### config.mk
export PLATFORM = sky130hd
export DESIGN_NAME = seven_segment_scan_driver
export DESIGN_NICKNAME = d
export VERILOG_FILES = /design/src/rtl/seg_pkg.sv /design/src/rtl/hex_to_segments.sv /design/src/rtl/seven_segment_scan_driver.sv
export SDC_FILE = /design/constraint.sdc
export NUM_CORES = 1
export LEC_CHECK = 0
export ABC_AREA = 1
export CORE_ASPECT_RATIO = 2
export CORE_MARGIN = 10
export CORE_UTILIZATION = 40
export DETAILED_ROUTE_END_ITERATION = 8
export DONT_BUFFER_PORTS = 1
export GPL_ROUTABILITY_DRIVEN = 0
export PLACE_DENSITY = 0.53
export REMOVE_ABC_BUFFERS = 1
export SLEW_MARGIN = 20
export SYNTH_ARGS = -nofsm -noshare
export SYNTH_HDL_FRONTEND = slang
export SYNTH_SLANG_ARGS = --single-unit
### constraint.sdc
create_clock -name clk -period 2 [get_ports clk]
set_input_delay 0.4 -clock clk [delete_from_list [all_inputs] [get_ports clk]]
set_output_delay 0.4 -clock clk [all_outputs]
set_load 0.005 [all_outputs]
### src/rtl/seg_pkg.sv
// Shared seven-segment definitions: bit order, blank pattern and the active-low
// hex glyph table used by the scan driver.
package seg_pkg;

  localparam int SEG_W = 7;

  // seg[6:0] = {a,b,c,d,e,f,g}
  localparam int SEG_A = 6;
  localparam int SEG_B = 5;
  localparam int SEG_C = 4;
  localparam int SEG_D = 3;
  localparam int SEG_E = 2;
  localparam int SEG_F = 1;
  localparam int SEG_G = 0;

  localparam logic [SEG_W-1:0] SEG_BLANK = 7'h7F;

  localparam logic [SEG_W-1:0] LIT_A = 7'b1 << SEG_A;
  localparam logic [SEG_W-1:0] LIT_B = 7'b1 << SEG_B;
  localparam logic [SEG_W-1:0] LIT_C = 7'b1 << SEG_C;
  localparam logic [SEG_W-1:0] LIT_D = 7'b1 << SEG_D;
  localparam logic [SEG_W-1:0] LIT_E = 7'b1 << SEG_E;
  localparam logic [SEG_W-1:0] LIT_F = 7'b1 << SEG_F;
  localparam logic [SEG_W-1:0] LIT_G = 7'b1 << SEG_G;

  // Glyphs are written as the set of lit segments, then inverted for the pins.
  localparam logic [15:0][SEG_W-1:0] SEG_GLYPH = {
    ~(LIT_A | LIT_E | LIT_F | LIT_G),                         // F
    ~(LIT_A | LIT_D | LIT_E | LIT_F | LIT_G),                 // E
    ~(LIT_B | LIT_C | LIT_D | LIT_E | LIT_G),                 // d
    ~(LIT_A | LIT_D | LIT_E | LIT_F),                         // C
    ~(LIT_C | LIT_D | LIT_E | LIT_F | LIT_G),                 // b
    ~(LIT_A | LIT_B | LIT_C | LIT_E | LIT_F | LIT_G),         // A
    ~(LIT_A | LIT_B | LIT_C | LIT_D | LIT_F | LIT_G),         // 9
    ~(LIT_A | LIT_B | LIT_C | LIT_D | LIT_E | LIT_F | LIT_G), // 8
    ~(LIT_A | LIT_B | LIT_C),                                 // 7
    ~(LIT_A | LIT_C | LIT_D | LIT_E | LIT_F | LIT_G),         // 6
    ~(LIT_A | LIT_C | LIT_D | LIT_F | LIT_G),                 // 5
    ~(LIT_B | LIT_C | LIT_F | LIT_G),                         // 4
    ~(LIT_A | LIT_B | LIT_C | LIT_D | LIT_G),                 // 3
    ~(LIT_A | LIT_B | LIT_D | LIT_E | LIT_G),                 // 2
    ~(LIT_B | LIT_C),                                         // 1
    ~(LIT_A | LIT_B | LIT_C | LIT_D | LIT_E | LIT_F)          // 0
  };

endpackage

### src/rtl/hex_to_segments.sv
// Combinational hex nibble to active-low {a..g} segment pattern.
module hex_to_segments
  import seg_pkg::*;
(
  input  logic [3:0]       nibble_i,
  output logic [SEG_W-1:0] seg_n_o
);

  assign seg_n_o = SEG_GLYPH[nibble_i];

endmodule

### src/rtl/seven_segment_scan_driver.sv
// Time-multiplexed N-digit common-anode driver: double-buffered hex word,
// per-digit dp/blank, leading-zero suppression and a dark guard at each slot start.
module seven_segment_scan_driver
  import seg_pkg::*;
#(
  parameter int NUM_DIGITS    = 4,
  parameter int REFRESH_DIV   = 50000,
  parameter int BLANK_CYCLES  = 16,
  parameter int AN_ACTIVE_LOW = 1
) (
  input  logic                    clk,
  input  logic                    rst_n,
  input  logic                    enable,
  input  logic                    load,
  input  logic [4*NUM_DIGITS-1:0] value,
  input  logic [NUM_DIGITS-1:0]   dp_in,
  input  logic [NUM_DIGITS-1:0]   blank_in,
  input  logic                    lz_suppress,
  output logic [SEG_W-1:0]        seg,
  output logic                    dp,
  output logic [NUM_DIGITS-1:0]   an,
  output logic                    frame_start
);

  localparam int IDX_W = (NUM_DIGITS > 1) ? $clog2(NUM_DIGITS) : 1;
  localparam int PS_W  = (REFRESH_DIV > 1) ? $clog2(REFRESH_DIV) : 1;

  localparam logic [PS_W-1:0]       PS_LAST  = PS_W'(REFRESH_DIV - 1);
  localparam logic [PS_W-1:0]       PS_GUARD = PS_W'(BLANK_CYCLES);
  localparam logic [IDX_W-1:0]      IDX_LAST = IDX_W'(NUM_DIGITS - 1);
  localparam logic [NUM_DIGITS-1:0] AN_OFF   = {NUM_DIGITS{AN_ACTIVE_LOW != 0}};

  logic [PS_W-1:0]         presc_q, presc_d;
  logic [IDX_W-1:0]        idx_q, idx_d;
  logic [4*NUM_DIGITS-1:0] sh_val_q, sh_val_d, disp_val_q, disp_val_d;
  logic [NUM_DIGITS-1:0]   sh_dp_q, sh_dp_d, disp_dp_q, disp_dp_d;
  logic [NUM_DIGITS-1:0]   sh_blank_q, sh_blank_d, disp_blank_q, disp_blank_d;
  logic [SEG_W-1:0]        seg_q, seg_d;
  logic                    dp_q, dp_d;
  logic [NUM_DIGITS-1:0]   an_q, an_d;
  logic                    fs_q, fs_d;

  logic                    presc_tc;
  logic                    frame_wrap;
  logic [3:0]              cur_nib;
  logic [SEG_W-1:0]        glyph;
  logic [NUM_DIGITS-1:0]   lz_dark;
  logic                    zero_run;
  logic                    digit_dark;
  logic                    in_guard;
  logic [NUM_DIGITS-1:0]   an_sel;

  always_comb begin
    presc_tc   = (presc_q == PS_LAST);
    frame_wrap = enable && presc_tc && (idx_q == IDX_LAST);
    presc_d    = '0;
    idx_d      = '0;
    if (enable) begin
      presc_d = presc_tc ? '0 : presc_q + 1'b1;
      idx_d   = idx_q;
      if (presc_tc) begin
        idx_d = (idx_q == IDX_LAST) ? '0 : idx_q + 1'b1;
      end
    end
  end

  // A load coinciding with the frame boundary flows through the shadow
  // next-state straight into the display buffer.
  always_comb begin
    sh_val_d     = load ? value    : sh_val_q;
    sh_dp_d      = load ? dp_in    : sh_dp_q;
    sh_blank_d   = load ? blank_in : sh_blank_q;
    disp_val_d   = disp_val_q;
    disp_dp_d    = disp_dp_q;
    disp_blank_d = disp_blank_q;
    if (frame_wrap) begin
      disp_val_d   = sh_val_d;
      disp_dp_d    = sh_dp_d;
      disp_blank_d = sh_blank_d;
    end
  end

  assign cur_nib = disp_val_q[{idx_q, 2'b00} +: 4];

  hex_to_segments u_hex (
    .nibble_i (cur_nib),
    .seg_n_o  (glyph)
  );

  // Walk down from the top digit; a digit is a leading zero while every
  // digit from it upward is zero. Digit 0 always shows.
  always_comb begin
    zero_run = lz_suppress;
    lz_dark  = '0;
    for (int i = NUM_DIGITS - 1; i >= 0; i--) begin
      zero_run   = zero_run & (disp_val_q[4*i +: 4] == 4'h0);
      lz_dark[i] = zero_run;
    end
    lz_dark[0] = 1'b0;
  end

  always_comb begin
    digit_dark    = disp_blank_q[idx_q] | lz_dark[idx_q];
    in_guard      = (presc_q < PS_GUARD);
    an_sel        = '0;
    an_sel[idx_q] = 1'b1;
    seg_d         = SEG_BLANK;
    dp_d          = 1'b1;
    an_d          = AN_OFF;
    fs_d          = enable && (idx_q == '0) && (presc_q == PS_GUARD);
    if (enable && !in_guard) begin
      an_d  = an_sel ^ AN_OFF;
      seg_d = digit_dark ? SEG_BLANK : glyph;
      dp_d  = ~disp_dp_q[idx_q];
    end
  end

  always_ff @(posedge clk or negedge rst_n) begin
    if (!rst_n) begin
      presc_q      <= '0;
      idx_q        <= '0;
      sh_val_q     <= '0;
      sh_dp_q      <= '0;
      sh_blank_q   <= '0;
      disp_val_q   <= '0;
      disp_dp_q    <= '0;
      disp_blank_q <= '0;
      seg_q        <= SEG_BLANK;
      dp_q         <= 1'b1;
      an_q         <= AN_OFF;
      fs_q         <= 1'b0;
    end else begin
      presc_q      <= presc_d;
      idx_q        <= idx_d;
      sh_val_q     <= sh_val_d;
      sh_dp_q      <= sh_dp_d;
      sh_blank_q   <= sh_blank_d;
      disp_val_q   <= disp_val_d;
      disp_dp_q    <= disp_dp_d;
      disp_blank_q <= disp_blank_d;
      seg_q        <= seg_d;
      dp_q         <= dp_d;
      an_q         <= an_d;
      fs_q         <= fs_d;
    end
  end

  assign seg         = seg_q;
  assign dp          = dp_q;
  assign an          = an_q;
  assign frame_start = fs_q;

endmodule
==> metrics list <==
- Averaged over all synthesized cells, the footprint is 9.21 um^2.
- Total via count in the routed design: between 2000 and 3000
- Global-route wire length before repair: between 10000 and 15000 um
- DRC errors left: 0
- CTS built an H-tree with a depth of 3.
- In this run, placement finished with an instance count of roughly 550.
- The final count of hold timing violations is 79.
- The internal power of the cells totals between 2 and 3 mW.
- Final core area utilization: 0.450
* Compound-Gate Fraction of Synth Area: 0.0192
- Worst EP required: around 2.3 ns
* Count of final setup violators: 0
- For this design the static power due to leakage is 2.04 nW.
- Largest net degree at the start of global routing: 80
* Most frequent cells in the layout: sky130_fd_sc_hd__nand2_1 (128), sky130_fd_sc_hd__dfrtp_1 (67), sky130_fd_sc_hd__nor2_1 (40)
- Worst reg-to-reg path cell count: 9
- Combinational family with the most area after synthesis: simple AND/OR/NAND/NOR gates
- WL/cell: approximately 15 um
- Synth cell types: 30
* Share of synthesized cell area in full adder, half adder and majority cells: 0.0384
- The worst path needs between 1.5 and 2 ns of the cycle, external delays included.
* CTS sink count: around 80
- Largest cells by area after synthesis: sky130_fd_sc_hd__dfrtp_1 (43%), sky130_fd_sc_hd__nand2_1 (12%), sky130_fd_sc_hd__dfstp_2 (8.1%)
- Register-to-register setup slack: 0.30 ns
- In this run the tightest slew margin relative to its limit is 0.723.
- In this run the tool buffered the top-level ports with 0 buffer cells.
- Simple-Gate Fraction of Synth Area: 0.300
- Once the clock tree was built, the setup fixing pass inserted 0 buffers.
- P_sw: 0.716 mW
* Startpoint type of the worst setup path: flop
- Of the post-synthesis cell area, the part taken by muxes is 0.0691.
* Root cell of the clock tree: sky130_fd_sc_hd__clkbuf_16
* Post-route antenna net violation count: 0
- The worst register-to-register path ends at seg[1].
* First element of the critical path: idx_q[1]
* Endpoint type of the worst setup path: flop
- Of the cells placed in the final design, the portion with a size suffix greater than 1 is 0.186.
- Clock latency of the later-clocked register in the worst-skew pair: 0.34 ns
- At the worst endpoint, the arrival time is between 1.5 and 2 ns.
- Synth-to-layout area growth: 10.9%
* Relative contribution of combinational cells to total power: 0.026
* Number of ports placed on the die boundary: 42
- Number of max-cap violations: 0
- Largest clock skew in the final design: between 0.005 and 0.006 ns
- Across all setup checks in the final design, the least slack found is 0.299 ns.
* Share of total power in the clock network: 0.516
* Number of DRC markers after the initial detailed-route iteration: 117
* Number of antenna violations at the first check in global routing: 0
* Die Width: between 80 and 90 um
- OpenSTA, run right after detailed placement, puts the worst setup slack at around 0.31 ns.
- For this run, the post-layout net count is about 470.
- Total Routed Length: about 8500 um
- Clock slew seen by the registers of the worst setup and hold paths: around 0.06 ns
- Post-synthesis xor/xnor area fraction: 0.0112
- Sequential area share after synthesis: 0.509
* Maximum buffer depth of the clock tree: 2
- Most common cell after layout, fill and taps aside: sky130_fd_sc_hd__nand2_1
* Post-DP Area: 0.00400 mm^2
- Die extent in y: 160 um
* Switch share: 0.196
* Yosys top cell by area: sky130_fd_sc_hd__dfrtp_1
* Setup repair after global routing missed its margin: false
* Count of pins over their slew limit: 0
- The final reports fail on hold timing.
- The tightest hold path in the finished design has a slack of -0.244 ns.
* All-layer global routing usage: 0.122
* Critical path class: reg2reg
* Number of search-and-repair iterations in the first detailed-routing pass: 5
- Using the TritonRoute via totals, the vias-per-cell ratio works out to roughly 4.9.
- Combined area of all synthesized cells: approximately 0.0039 mm^2
* F_max: 0.588 GHz
* Origin of the critical flop-to-flop path: idx_q[1]
* Period utilisation layout: 0.850
* Worst min-delay path category: in2async
- During synthesis, Yosys emitted a total of 0 warnings.
- Number of cells produced by synthesis: roughly 430
* Finished Layout Cells: 561
* Initial core utilization: 0.406
- Inserted Clock Buffers: 9
- Core Area: 0.00964 mm^2
- The floorplan step defined a die boundary enclosing 0.0144 mm^2.
* Peak supply drop: about 0.49 mV
* Final standard cell area without fillers: roughly 0.0043 mm^2
* Top cell type's share of synthesized area: 0.428
- Count of antenna diodes in the layout: 0
- GR Overflow Total: 0
* Number of synthesized register bits: between 70 and 80
- After routing, the total negative slack on setup checks comes to 0 ns.
- In this run the worst path has a maximum fanout of 10.
* Clock tree from TritonCTS: done
- Standard-cell row count: 51
- In this run the power density over the cells is 839 mW/mm^2.
- Final HPWL from detailed placement: approximately 6300 um
- The share of total power dissipated in sequential elements is 0.458.
* Vias in the first global route: 2844
- At the pin with the least slew margin, the transition time is 0.415 ns.
* Result of the run: finished with violations
* Number of cells upsized or downsized after cts: 0
[layer usage]
layer / track usage / wire length, um / up-vias
li1: - / - / 1393
met2: 0.223 / 4590 / 48
met3: 0.0479 / 417 / 12
met5: 0 / 0 / -
met1: 0.118 / 3330 / 1309
met4: 0.0495 / 170 / 0
[per-stage QoR]
step,power [mW],hold slack (ns)
2_1_floorplan,1.77,0.104
3_3_place_gp,1.79,0.108
3_5_place_dp,1.79,0.108
4_1_cts,3.70,-0.262
5_1_grt,3.79,-0.267
6_report,3.64,-0.244
[state kept, by name (all words and copies together) (netlist names)]
| signal | count |
|---|---|
| disp_blank_q | 4 |
| sh_blank_q | 4 |
| presc_q | 16 |
| idx_q | 2 |
| dp | 1 |
| disp_val_q | 16 |
| sh_dp_q | 4 |
| seg | 7 |
| an | 4 |
| sh_val_q | 16 |
| frame_start | 1 |
| disp_dp_q | 4 |
[how the worst max path moves through the flow]
stage / to / slack, ns / cells after the start
after floorplan: disp_blank_q[0] / 0.16 / 4
after global placement: seg[1] / 0.36 / 9
after detailed placement: seg[6] / 0.31 / 9
after CTS: seg[6] / 0.30 / 9
after global routing: seg[1] / 0.11 / 9
final: seg[1] / 0.30 / 9
[power groups by stage]
| stage | clock network (mW) | registers [mW] | logic [mW] |
|---|---|---|---|
| 4_1_cts | 1.93 | 1.67 | 0.0967 |
| 2_1_floorplan | 0 | 1.69 | 0.0803 |
| 6_report | 1.88 | 1.67 | 0.0945 |
| 5_1_grt | 2.01 | 1.67 | 0.106 |
| 3_5_place_dp | 0 | 1.70 | 0.0953 |
| 3_3_place_gp | 0 | 1.70 | 0.0953 |
[area by class of cell]
| cell class | count | area (um^2) |
|---|---|---|
| clock buffers | 9 | 225 |
| multi-input cells | 306 | 1710 |
| fillers | 938 | 5300 |
| repair buffers | 4 | 30.0 |
| well taps | 132 | 165 |
| flip-flops and latches | 79 | 1990 |
| clock inverters | 7 | 120 |
| inverters | 24 | 95.1 |
[worst max-delay path: stages, from the launching register on]
cell	delay [ns]
sky130_fd_sc_hd__dfrtp_1	0.44
sky130_fd_sc_hd__inv_2	0.19
sky130_fd_sc_hd__nand3_1	0.11
sky130_fd_sc_hd__nand2_1	0.20
sky130_fd_sc_hd__inv_1	0.11
sky130_fd_sc_hd__ha_1	0.23
sky130_fd_sc_hd__nand3_1	0.13
sky130_fd_sc_hd__nand2_1	0.07
sky130_fd_sc_hd__nand2_1	0.06
sky130_fd_sc_hd__nand3_1	0.07
[cells in the mapped netlist, drive strengths merged]
library cell / instances
nand2: 134
dfrtp: 67
nor2: 45
nand3: 36
nand4: 28
mux2: 24
inv: 23
buf: 16
dfstp: 12
ha: 12
nor3b: 5
xor2: 5
o21ai: 4
a21oi: 3
nand3b: 2
o21bai: 2
or2: 2
a31oi: 1
clkinv: 1
nor4b: 1
o211ai: 1
o22ai: 1
[cell families after synthesis]
| logic type | count (synthesis) |
|---|---|
| xor+xnor | 5 |
| flops | 79 |
| fa+ha+maj | 12 |
| mux | 24 |
| compound gates | 12 |
| buf+inv | 40 |
| simple gates | 253 |
(Power assumes the default switching activity.)
